**src/rtl/uart_sched_pkg.sv**
```systemverilog
// Shared types and default sizing for the UART transmit scheduler.
package uart_sched_pkg;

    localparam int DEF_DATA_W  = 8;
    localparam int DEF_TIMEOUT = 16;
    localparam int ERR_CNT_W   = 8;

    typedef enum logic [1:0] {
        IDLE,
        LOAD,
        WAIT_START,
        WAIT_DONE
    } sched_state_t;

endpackage

```
**src/rtl/rr_arb2.sv**
```systemverilog
// Two-way round-robin pick: a lone requester wins, a tie goes to the one not served last.
module rr_arb2 (
    input  logic req0,
    input  logic req1,
    input  logic last_grant,
    output logic grant_valid,
    output logic grant_idx
);

    always_comb begin
        grant_valid = req0 | req1;
        grant_idx   = (req0 & req1) ? ~last_grant : req1;
    end

endmodule

```
**src/rtl/uart_tx_scheduler.sv**
```systemverilog
// Arbitrates two byte requesters onto one UART tx core, with start timeout detection.
module uart_tx_scheduler
    import uart_sched_pkg::*;
#(
    parameter int DATA_W  = DEF_DATA_W,
    parameter int TIMEOUT = DEF_TIMEOUT
) (
    input  logic                 CLK,
    input  logic                 reset,
    input  logic                 req0,
    input  logic [DATA_W-1:0]    data0,
    output logic                 ack0,
    input  logic                 req1,
    input  logic [DATA_W-1:0]    data1,
    output logic                 ack1,
    output logic                 ld_tx_data,
    output logic [DATA_W-1:0]    tx_data,
    output logic                 tx_enable,
    input  logic                 tx_empty,
    output logic                 busy,
    output logic                 last_grant,
    output logic                 err,
    output logic [ERR_CNT_W-1:0] err_cnt
);

    localparam int               CNT_W    = $clog2(TIMEOUT) + 1;
    localparam logic [CNT_W-1:0] CNT_LAST = CNT_W'(TIMEOUT - 1);

    function automatic logic [ERR_CNT_W-1:0] sat_inc(input logic [ERR_CNT_W-1:0] v);
        return (v == {ERR_CNT_W{1'b1}}) ? v : v + ERR_CNT_W'(1);
    endfunction

    sched_state_t          state, state_nxt;
    logic [CNT_W-1:0]      cnt, cnt_nxt;
    logic                  ld_nxt, en_nxt, ack0_nxt, ack1_nxt, err_nxt, last_nxt;
    logic [ERR_CNT_W-1:0]  err_cnt_nxt;
    logic [DATA_W-1:0]     tx_data_nxt;
    logic                  grant_valid, grant_idx;

    rr_arb2 u_arb (
        .req0        (req0),
        .req1        (req1),
        .last_grant  (last_grant),
        .grant_valid (grant_valid),
        .grant_idx   (grant_idx)
    );

    assign busy = (state != IDLE);

    // Next-state and next-output decode; every output is registered from these.
    always_comb begin
        state_nxt   = state;
        cnt_nxt     = cnt;
        ld_nxt      = 1'b0;
        en_nxt      = tx_enable;
        ack0_nxt    = 1'b0;
        ack1_nxt    = 1'b0;
        err_nxt     = 1'b0;
        err_cnt_nxt = err_cnt;
        tx_data_nxt = tx_data;
        last_nxt    = last_grant;

        case (state)
            IDLE: begin
                en_nxt = 1'b0;
                if (tx_empty && grant_valid) begin
                    state_nxt   = LOAD;
                    tx_data_nxt = grant_idx ? data1 : data0;
                    last_nxt    = grant_idx;
                    ld_nxt      = 1'b1;
                    en_nxt      = 1'b1;
                    ack0_nxt    = ~grant_idx;
                    ack1_nxt    = grant_idx;
                end
            end
            LOAD: begin
                state_nxt = WAIT_START;
                cnt_nxt   = '0;
                en_nxt    = 1'b1;
            end
            WAIT_START: begin
                en_nxt = 1'b1;
                if (!tx_empty) begin
                    state_nxt = WAIT_DONE;
                    cnt_nxt   = '0;
                end else if (cnt == CNT_LAST) begin
                    // Core never picked up the byte: give up and flag it.
                    state_nxt   = IDLE;
                    cnt_nxt     = '0;
                    en_nxt      = 1'b0;
                    err_nxt     = 1'b1;
                    err_cnt_nxt = sat_inc(err_cnt);
                end else begin
                    cnt_nxt = cnt + CNT_W'(1);
                end
            end
            WAIT_DONE: begin
                en_nxt = 1'b1;
                if (tx_empty) begin
                    state_nxt = IDLE;
                    en_nxt    = 1'b0;
                end
            end
            default: begin
                state_nxt = IDLE;
                en_nxt    = 1'b0;
            end
        endcase
    end

    always_ff @(posedge CLK) begin
        if (reset) begin
            state      <= IDLE;
            cnt        <= '0;
            ld_tx_data <= 1'b0;
            tx_enable  <= 1'b0;
            ack0       <= 1'b0;
            ack1       <= 1'b0;
            err        <= 1'b0;
            err_cnt    <= '0;
            tx_data    <= '0;
            last_grant <= 1'b1;
        end else begin
            state      <= state_nxt;
            cnt        <= cnt_nxt;
            ld_tx_data <= ld_nxt;
            tx_enable  <= en_nxt;
            ack0       <= ack0_nxt;
            ack1       <= ack1_nxt;
            err        <= err_nxt;
            err_cnt    <= err_cnt_nxt;
            tx_data    <= tx_data_nxt;
            last_grant <= last_nxt;
        end
    end

endmodule

```
**config.mk**
```make
export PLATFORM = sky130hd
export DESIGN_NAME = uart_tx_scheduler
export DESIGN_NICKNAME = d
export VERILOG_FILES = /design/src/rtl/uart_sched_pkg.sv /design/src/rtl/rr_arb2.sv /design/src/rtl/uart_tx_scheduler.sv
export SDC_FILE = /design/constraint.sdc
export NUM_CORES = 1
export LEC_CHECK = 0
export CAP_MARGIN = 25
export CORE_MARGIN = 3
export CORE_UTILIZATION = 45
export CTS_BUF_LIST = sky130_fd_sc_hd__clkbuf_16
export CTS_CLUSTER_DIAMETER = 80
export DETAILED_ROUTE_END_ITERATION = 6
export GPL_TIMING_DRIVEN = 0
export PLACE_DENSITY_LB_ADDON = 0.05
export SLEW_MARGIN = 20
export SYNTH_ARGS = -nofsm -noshare
export SYNTH_HDL_FRONTEND = slang
export SYNTH_SLANG_ARGS = --single-unit
```
**constraint.sdc**
```tcl
create_clock -name CLK -period 1.75 [get_ports CLK]
set_input_delay 0.35 -clock CLK [delete_from_list [all_inputs] [get_ports CLK]]
set_output_delay 0.35 -clock CLK [all_outputs]
set_load 0.1 [all_outputs]
```
-- Word level (Yosys, flattened, before mapping)
Cells that the tools add are included.
- add/sub/neg operators: 2
- equal/unequal tests: 8
- multiplexer cells: 16
- bitwise operators: 9
- reduce and logical (&&, ||, !) cells: 10
- operators with widths (kind ; count):
    5-bit two-way mux ; 2
    5-bit case mux with 2 select lines ; 1
    8-bit by 1-bit adder with 8-bit output, second input constant ; 1
    8-bit equality test, second input constant ; 1
    2-bit two-way mux ; 4
    8-bit two-way mux ; 1
    2-bit case mux with 4 select lines ; 1
    1-bit NOT ; 7
    1-bit two-way mux ; 6
    3-bit OR reduction ; 2
    5-bit by 1-bit adder with 5-bit output, second input constant ; 1
    5-bit by 4-bit equality test with 1-bit output, second input constant ; 1
    2-bit equality test, second input constant ; 2
    2-bit != test, second input constant ; 2
    1-bit case mux with 4 select lines ; 1
    4-bit AND reduction ; 1
    2-bit nonzero test ; 2
    3-bit != test, second input constant ; 1
    3-bit AND reduction ; 1
    2-bit by 1-bit equality test with 1-bit output, second input constant ; 1
    2-bit logical NOT ; 1
    2-bit AND reduction ; 1
    2-bit OR reduction ; 1
    1-bit bitwise AND ; 1
    other kinds (2) ; 2
- register bits: 29
- output and inout bits: 23

-- Longest topological paths before layout
Gate-level depths: netlist of run 1.
- word-level depth: 4
- gate-level depth with buffers: 7
- gate-level depth less buffers: 6

-- Hierarchy
Synthesis of run 1 repeated with hierarchy kept, for this count alone.
- cell total of the unflattened synthesis: 153
- area, all modules: 1397.6 um^2
- modules (own cells, without submodules) (module ; times used ; cells each ; area each (um^2) ; seq. area each (um^2)):
    uart_tx_scheduler ; 1 ; 151 ; 1383.8 ; 580.6
    rr_arb2 ; 1 ; 2 ; 13.8 ; 0.0

-- Worst setup path after synthesis of run 1
OpenSTA, ideal clock, no wires.
- kind: reg2reg
- start: register err_cnt[0]
- end: register err_cnt[1]
- library setup time: 0.128 ns
- arrival time: 2.124 ns
- data required time: 1.622 ns
- setup slack: -0.501 ns
- cell stages (with the launch flop): 6
- path buffers: 0
- period minus slack after synthesis: 2.251 ns
- cells stage by stage: dfxtp_1 > ha_1 > nand4_1 > o211ai_4 > mux2i_1 > nor2_1
- cells in the longest elaborated chain, start to end: 3
- elaborated cells between the ends (all ways): 4
- ends and longest elaborated chain (item ; line ; text):
    start, declared ; uart_tx_scheduler.sv:23 ; output logic [ERR_CNT_W-1:0] err_cnt
    start signal, assigned ; uart_tx_scheduler.sv:131 ; err_cnt <= err_cnt_nxt;
    parallel branches: the longest is 3 deep, another holds 8-bit by 1-bit adder with 8-bit output ; n/a ;
Several ways; the timed one is not identified.
A chain may end at the register's enable or synchronous reset.

-- Worst setup path in the final report of run 1
- start: register state[0]
- end: register err_cnt[6]
- cells in the longest elaborated chain, start to end: 2
- ends and longest elaborated chain (item ; line ; text):
    start, declared ; uart_tx_scheduler.sv:33 ; sched_state_t state, state_nxt;
    start signal, assigned ; uart_tx_scheduler.sv:124 ; state <= state_nxt;
    2-bit equality test ; uart_tx_scheduler.sv:63 ; case (state)
    4-bit AND reduction (no source line) ; n/a ;
No other way between the ends.

==> qor.csv, run 1 <==
metric,value,unit
status,"complete, no violations",
DRT Pass-1 Iters,4,
DRT Wirelength,3440,um
clock power share,31.3,%
H-tree levels,2,
"Cell Area, Synth",1370,um2
WP data arrival,1870,ps
vias in the first global route,1330,
pin count of the biggest net entering global routing,11,
crit start category,register,
Yosys top cell area share,42.3,%
clock transition at the registers of the reported paths,50,ps
clk_lat worst skew,280,ps
first-pass GRT wire length,5690,um
Die H,61.2,um
port buffer count,42,
worst hold stages,2,
core area,2830,um2
final hold vios,0,
Worst setup EP type,register,
relative slew slack,62.9,%
wire per inst,14.6,um
Synth Warn #,0,
max-slew violation count,0,
WP buf/inv,2,
syn avg cell area,8.90,um2
hold endpoint,last_grant,
"Slowest-stage cell, CP",or4_1,
Die W,61.2,um
hold_buf cts,0,
Layout Cells excl Fill,235,
worst-path cell chain,"inv_2, ha_4, and2_1, buf_4, o211ai_4, or4_1, a21oi_2",
"EDFF count, synth",0,
worst ir drop on vdd,0.827,mV
leakage,0.000741,uW
slowest cell delay on critical path,430,ps
NetSw,1050,uW
Max-Cap Viols,0,
synth cell count leaders,"dfxtp_1, nor2_1, a21oi_1",
1st-iter DRT viols,72,
Cell Pwr Density,1240,nW/um2
Hold Crit Class,register to register,
DR vias/cell,5.72,
GPL Wtd Cong,0.763,
required time worst endpoint,1950,ps
cells on worst reg2reg path,7,
Fin Hold WS,477,ps
# diodes,0,
Rows,19,
"Top FF cell, synth",dfxtp_1,
ANT nets after route,0,
dominant cell type by area after synthesis,dfxtp_1,
critical path depth,7,
Initial Util,48.5,%
Fillers,217,
Fin Clk Skew,2.76,ps
Synth Register Bits,29,
clk buf depth,2,
area grow syn2layout,50.3,%
async set or reset register ratio after synthesis,0,%
slew of the pin with the lowest slew margin,560,ps
RR Endpoint,err_cnt[6],
Detailed Place HPWL,2530,um
synthesized net count,181,
fin crit share,95.2,%
count of mapped cells out of synthesis,154,
Overflow after GRT,0,
setup violators final,0,
crit path kind,register to register,
cell with the most instances after synthesis,dfxtp_1,
fmax,600,MHz
share of post-route cells with drive strength above 1,27.5,%
combinational group share of total power,38.2,%
Num CTS Buffers,5,
final net count,230,
internal power,1510,uW
reg2reg setup slack,80,ps
gr usage total,21.0,%
"delay-heaviest family, CP",simple AND/OR/NAND/NOR gates,
initial antenna violation count,0,
Ports,44,
routed vias,1345,
sw frac,41.0,%
CTS tree,built,
Tmin final,1670,ps
root buffer selected by CTS,clkbuf_16,
DP Cell Count,227,
"Seq/Total Area, Yosys",42.3,%
worst r2r src,state[0],
Die Area,3750,um2
RSZ-0062 raised after global routing,no,
Synth cell types,38,
sequential share of power,30.4,%
"top cells by area, synth","dfxtp_1, mux2i_1, ha_1, nor2_1, a21oi_1",
min-delay src,last_grant,
CP max FO,6,
"Power, Total",2560,uW
DRC,0,
clock sink total,29,
[kinds of logic after synthesis]
family | synth area share, %
flip-flops | 42.3
multiplexers | 7.30
XOR/XNOR | 1.28
buffers and inverters | 3.65
adder cells (fa/ha/maj) | 5.47
AO/OA/AOI/OAI | 18.5
AND/OR/NAND/NOR | 21.4
[metrics by stage]
step / utilization [%] / setup slack (ps) / setup TNS, ps / instance area [um2]
floorplan: - / -24.9 / -24.9 / 1420
CTS: 72.0 / 0.907 / 0 / 2040
detailed placement: 66.3 / -490 / -4020 / 1880
finish: 72.8 / 84.0 / 0 / 2060
global route: 72.8 / 28.4 / 0 / 2060
global placement: 66.3 / -466 / -3590 / 1880
[repair_timing]
action                     4_1_cts  5_1_grt
pin swaps                        0        0
setup buffers                    0        0
resized for setup               71       15
setup endpoints to repair       24       13
[flip-flops by register name, indices dropped and copies added, names as in the netlist]
| register | flops |
|---|---|
| err | 1 |
| tx_enable | 1 |
| err_cnt | 8 |
| ack0 | 1 |
| last_grant | 1 |
| tx_data | 8 |
| state | 2 |
| ld_tx_data | 1 |
| cnt | 5 |
| ack1 | 1 |
[worst min-delay path, stage by stage, from the launching register on]
cell and delay (ps):
dfxtp_2 330, nand2_1 50, nand3b_1 60
[worst max-delay path by stage]
stage               startpoint          to  slack [ps]
global route          state[0]  err_cnt[6]          30
global placement      state[0]        busy        -470
floorplan             state[1]  tx_data[5]         -20
finish                state[0]  err_cnt[6]          80
CTS                       ack1        ack1         0.9
detailed placement    state[0]        busy        -490
[cells in the final DEF (no fill, tap or decap), drive strengths merged, types with 6 or more instances in the layout]
cell type	netlist	layout
dfxtp	29	29
nor2	19	19
clkdlybuf4s50	0	18
clkdlybuf4s15	0	18
clkbuf	3	14
a21oi	12	12
mux2i	10	10
nand3	9	9
a211oi	8	8
nand2	8	8
o21ai	6	6
ha	6	6
[area by class of cell]
| class | instances | area (um2) | area share [%] |
|---|---|---|---|
| clock inverters | 3 | 12.5 | 0.607 |
| well taps | 31 | 38.8 | 1.88 |
| flip-flops and latches | 29 | 602 | 29.2 |
| repair buffers | 42 | 419 | 20.3 |
| inverters | 4 | 18.8 | 0.911 |
| multi-input cells | 113 | 796 | 38.6 |
| plain buffers | 8 | 48.8 | 2.37 |
| clock buffers | 5 | 125 | 6.07 |
[power groups by stage]
stage | Sequential, uW | Combinational, uW | Clock (uW)
after CTS | 772 | 973 | 812
after global placement | 781 | 972 | 0
final | 777 | 977 | 801
after global routing | 786 | 1040 | 850
after floorplan | 1140 | 396 | 0
after detailed placement | 784 | 990 | 0
[routing by layer]
metal | vias up | global-route usage, % | wire, um
met5 | - | 0 | 0
met4 | 0 | 12.1 | 69
met3 | 7 | 5.87 | 195
met2 | 40 | 35.5 | 1750
met1 | 642 | 23.6 | 1430
li1 | 656 | - | -
Note: power is estimated with default switching activity, not from simulation.
==> run 2, diff against run 1 <==
--- a/config.mk
+++ b/config.mk
@@ -11,7 +11,7 @@
 export CTS_BUF_LIST = sky130_fd_sc_hd__clkbuf_16
 export CTS_CLUSTER_DIAMETER = 80
 export DETAILED_ROUTE_END_ITERATION = 6
-export GPL_TIMING_DRIVEN = 0
+export GPL_TIMING_DRIVEN = 1
 export PLACE_DENSITY_LB_ADDON = 0.05
 export SLEW_MARGIN = 20
 export SYNTH_ARGS = -nofsm -noshare
==> qor.csv, run 2 (synthesis gave the netlist of run 1 again) <==
metric,value,unit,change
CTS tree,built,,
setup violators final,0,,unchanged
leakage,0.000879,uW,+19%
sequential share of power,29.1,%,-1.3 points
root buffer selected by CTS,clkbuf_16,,
Hold Crit Class,register to register,,
slowest cell delay on critical path,410,ps,-20 ps
Cell Pwr Density,1200,nW/um2,-3.6%
wire per inst,15.6,um,+6.4%
Worst setup EP type,register,,
clk_lat worst skew,280,ps,about the same
Fin Hold WS,495,ps,+18.6 ps
"commonest non-fill, non-tap cell in the layout",buf_12,,
DRC,0,,unchanged
1st-iter DRT viols,92,,+28%
DRT Wirelength,3740,um,+8.6%
Max-Cap Viols,0,,unchanged
GPL Wtd Cong,0.788,,+3.2%
clk buf depth,2,,unchanged
sw frac,38.9,%,-2.1 points
initial antenna violation count,0,,unchanged
vias in the first global route,1283,,-3.5%
"commonest non-fill, non-tap cells in the layout","buf_12, clkdlybuf4s50_1, nor2_1, dfxtp_1, a21oi_1",,
CP max FO,6,,unchanged
ANT nets after route,0,,unchanged
Ports,44,,unchanged
Placed Area,2170,um2,+16%
Setup WS post-layout,75.6,ps,-8.48 ps
crit start category,register,,
area grow syn2layout,69.0,%,
Place WS,-137,ps,+352 ps
RSZ-0062 raised after global routing,no,,
Initial Util,48.5,%,unchanged
Tmin final,1670,ps,+8.48 ps
gr usage total,22.2,%,+1.2 points
"Slowest-stage cell, CP",or4_1,,
WP data arrival,1880,ps,about the same
clock transition at the registers of the reported paths,50,ps,about the same
Layout Cells excl Fill,240,,+2.1%
Final Instance Area,2320,um2,+12%
port buffer count,43,,+2.4%
Die H,61.2,um,unchanged
max-slew violation count,0,,unchanged
worst-path cell chain,"ha_1, and4b_2, o211ai_4, or4_1, a21oi_1",,
H-tree levels,2,,unchanged
Fin Clk Skew,3.53,ps,+0.769 ps
routed vias,1357,,+0.89%
slew of the pin with the lowest slew margin,461,ps,-98.6 ps
Overflow after GRT,0,,unchanged
Finished Core Util,81.9,%,+9.1 points
core area,2830,um2,unchanged
Num CTS Buffers,5,,unchanged
DRT Pass-1 Iters,4,,unchanged
Rows,19,,unchanged
# diodes,0,,unchanged
clock sink total,29,,unchanged
internal power,1690,uW,+12%
first-pass GRT wire length,5840,um,+2.7%
status,"complete, no violations",,
fin crit share,95.7,%,+0.48 points
DP Cell Count,231,,+1.8%
final net count,235,,+2.2%
NetSw,1080,uW,+2.8%
fmax,597,MHz,-0.51%
relative slew slack,68.9,%,+6.1 points
final hold vios,0,,unchanged
Detailed Place HPWL,2720,um,+7.5%
worst ir drop on vdd,0.835,mV,+1.0%
"delay-heaviest family, CP",simple AND/OR/NAND/NOR gates,,
required time worst endpoint,1950,ps,about the same
Die W,61.2,um,unchanged
biggest regs,"err_cnt x8, tx_data x8, cnt x5",,
WP buf/inv,0,,-2
Die Area,3750,um2,unchanged
share of post-route cells with drive strength above 1,28.7,%,+1.3 points
crit path kind,register to register,,
pin count of the biggest net entering global routing,18,,+7
clock power share,28.7,%,-2.6 points
DR vias/cell,5.65,,-1.2%
combinational group share of total power,42.2,%,+4.0 points
-- run 2: cell types whose count changed in the layout (fill, tap and decap cells not counted), moves of 2 or more --
| cell | before | now |
|---|---|---|
| buf_12 | 0 | 24 |
| clkdlybuf4s15_2 | 18 | 0 |
| buf_4 | 2 | 11 |
| clkbuf_2 | 4 | 0 |
| clkbuf_1 | 3 | 0 |
| clkbuf_4 | 2 | 0 |
| clkdlybuf4s50_1 | 18 | 20 |
| dfxtp_1 | 16 | 18 |
| dfxtp_2 | 11 | 9 |
| ha_1 | 3 | 5 |
| ha_4 | 3 | 1 |
-- run 2: stage by stage --
stage	power (uW)	setup TNS, ps
2_1_floorplan	1540	-24.9
3_3_place_gp	1950	-228
3_5_place_dp	1980	-925
4_1_cts	2790	0
5_1_grt	2880	0
6_report	2770	0
-- run 2: layer usage --
layer  up-vias  global-route usage [%]  wire, um
li1        670                       -         -
met1       627                    24.6      1480
met2        47                    37.3      1970
met3        13                    5.24       170
met4         0                    15.5       119
met5         -                       0         0
-- run 2: final timing paths --
kind                                    to  depth (start not counted)   start  slack, ps
worst max-delay path            err_cnt[6]                          5  cnt[0]         80
worst min-delay path                cnt[1]                          2  cnt[1]        500
worst max register to register  err_cnt[6]                          5  cnt[0]         80
worst min register to register      cnt[1]                          2  cnt[1]        500
-- run 2: final cells by class --
cell class	count	area, um2
Clock buffer	5	125
Clock inverter	3	12.5
Fill cell	176	512
Inverter	4	18.8
Multi-Input combinational cell	113	759
Sequential cell	29	599
Tap cell	31	38.8
Timing Repair Buffer	55	763
-- run 2: what timing repair did --
action / 4_1_cts / 5_1_grt
hold buffers: 0 / 0
gates resized for setup: 0 / 2
hold endpoints to repair: 0 / 0
setup endpoints to repair: 0 / 5
setup buffers: 0 / 1
-- run 2: worst reg2reg max path, cell delays in order (launching register included) --
cell	delay (ps)
dfxtp_1	360
ha_1	210
and4b_2	350
o211ai_4	110
or4_1	410
a21oi_1	160
-- run 2: power groups by stage --
stage          Sequential (uW)  Clock [uW]  Combinational (uW)
5_1_grt                    814         848                1220
3_3_place_gp               808           0                1140
3_5_place_dp               814           0                1160
4_1_cts                    805         812                1170
2_1_floorplan             1140           0                 396
6_report                   807         796                1170
==> variant (config.mk and constraints of run 1) <==
`DEF_TIMEOUT`: 16 -> 8.
--- a/src/rtl/uart_sched_pkg.sv
+++ b/src/rtl/uart_sched_pkg.sv
@@ -2,7 +2,7 @@
 package uart_sched_pkg;
 
     localparam int DEF_DATA_W  = 8;
-    localparam int DEF_TIMEOUT = 16;
+    localparam int DEF_TIMEOUT = 8;
     localparam int ERR_CNT_W   = 8;
 
     typedef enum logic [1:0] {
Function: same outputs for any inputs over 10 cycles, from zero or initial values and one cycle with reset high; that may be too few to reach the edited logic, so the function may still have changed.
==> variant against run 1 <==
- routed wire length increased by 7.1%
- die area increased by 5.2%
- worst hold slack got worse by 7.9 ps
- area after synthesis increased by 5.7%
- setup slack got worse by 58 ps
- sequential cell count decreased by 1
- count of clock-buffer cells in the layout decreased by 2
- final area decreased by 0.30%
- total power decreased by 17%
==> variant: results <==
# TYPE chip_impl_metric gauge
chip_impl_metric{name="clock_latency",unit="ps"} 260
chip_impl_metric{name="ys_seq_area_frac",unit=""} 0.387
chip_impl_metric{name="dp_cell_count",unit=""} 234
chip_impl_metric{name="detailed_place_hpwl",unit="µm"} 2750
chip_impl_metric{name="critical_path.max_fanout",unit=""} 1
chip_impl_info{name="timing.critical_path.max_delay_family",value="buffers and inverters"} 1
chip_impl_metric{name="detail_route.wl_per_cell",unit="µm"} 15.5
chip_impl_metric{name="filler_cell_count",unit=""} 231
chip_impl_metric{name="grt_max_degree",unit=""} 16
chip_impl_metric{name="timing_worst_slew_pin_value",unit="ps"} 948
chip_impl_metric{name="port-buffer-count",unit=""} 43
chip_impl_metric{name="first_global_vias",unit=""} 1290
chip_impl_metric{name="core_region_area",unit="µm²"} 2900
chip_impl_metric{name="ff2ff_path_depth",unit=""} 6
chip_impl_metric{name="power.ir.vdd_worst",unit="µV"} 885
chip_impl_metric{name="number_of_buffers_created_by_cts",unit=""} 3
chip_impl_metric{name="synthesis.nets",unit=""} 176
chip_impl_info{name="netlist_top_cells_count",value="sky130_fd_sc_hd__dfxtp_1 (28), sky130_fd_sc_hd__nor2_1 (15), sky130_fd_sc_hd__a211oi_1 (10)"} 1
chip_impl_metric{name="detailedPlace.worstSlack",unit="ps"} -603
chip_impl_metric{name="via_per_inst",unit=""} 5.62
chip_impl_info{name="hold_path.startpoint",value="last_grant"} 1
chip_impl_metric{name="worst_path_largest_cell_delay",unit="ps"} 810
chip_impl_metric{name="post_synth_num_cell_types",unit=""} 48
chip_impl_metric{name="skew",unit="ps"} 5.24
chip_impl_metric{name="cts_resized",unit=""} 70
chip_impl_metric{name="postSynthAreaPerCell",unit="µm²"} 9.73
chip_impl_metric{name="whs_path_depth",unit=""} 1
chip_impl_metric{name="fin_cells",unit=""} 238
chip_impl_info{name="status",value="complete, no violations"} 1
[variant: cells by family (layout without fill, tap and decap cells)]
| family | after synthesis | after routing | synth area share |
|---|---|---|---|
| mux | 12 | 12 | 0.0854 |
| buf+inv | 13 | 60 | 0.0475 |
| simple gates | 52 | 52 | 0.217 |
| fa+ha+maj | 6 | 6 | 0.0518 |
| compound gates | 38 | 38 | 0.212 |
| flops | 28 | 28 | 0.387 |
[variant: cell type report]
type,count,share of cell area
clock buffer,3,0.0365
timing repair buffer,43,0.213
sequential,28,0.281
buffer,8,0.0250
multi-input combinational,108,0.407
clock inverter,1,0.00183
inverter,5,0.00914
tap,42,0.0256
[variant: how the worst max path moves through the flow]
stage                     cells past startpoint          to  slack (ps)       start
after floorplan                               3        busy         100    state[1]
after global placement                        4        busy        -560    state[1]
after detailed placement                      4        busy        -600    state[1]
after CTS                                     1  ld_tx_data         0.2  ld_tx_data
after global routing                          1         err           5         err
final                                         1   tx_enable          30   tx_enable
[variant: power by group through the flow]
stage               logic, W  registers, W  clock network, W
CTS                 0.000871      0.000728          0.000530
detailed placement  0.000875      0.000742                 0
global route        0.000929      0.000736          0.000554
floorplan           0.000337       0.00106                 0
global placement    0.000857      0.000736                 0
finish              0.000874      0.000728          0.000515
[variant: stage by stage]
step	total power [W]	utilization	hold slack, ps	TNS (ps)
6_report	0.00212	0.708	469	0
5_1_grt	0.00222	0.708	486	0
4_1_cts	0.00213	0.708	472	0
3_5_place_dp	0.00162	0.672	458	-5020
3_3_place_gp	0.00159	0.672	448	-4160
2_1_floorplan	0.00140	-	457	0
[variant: routing by layer]
| layer | track usage | wire length, µm |
|---|---|---|
| met1 | 0.243 | 1610 |
| met2 | 0.345 | 1870 |
| met3 | 0.0360 | 134 |
| met4 | 0.0496 | 65 |
| met5 | 0 | 0 |
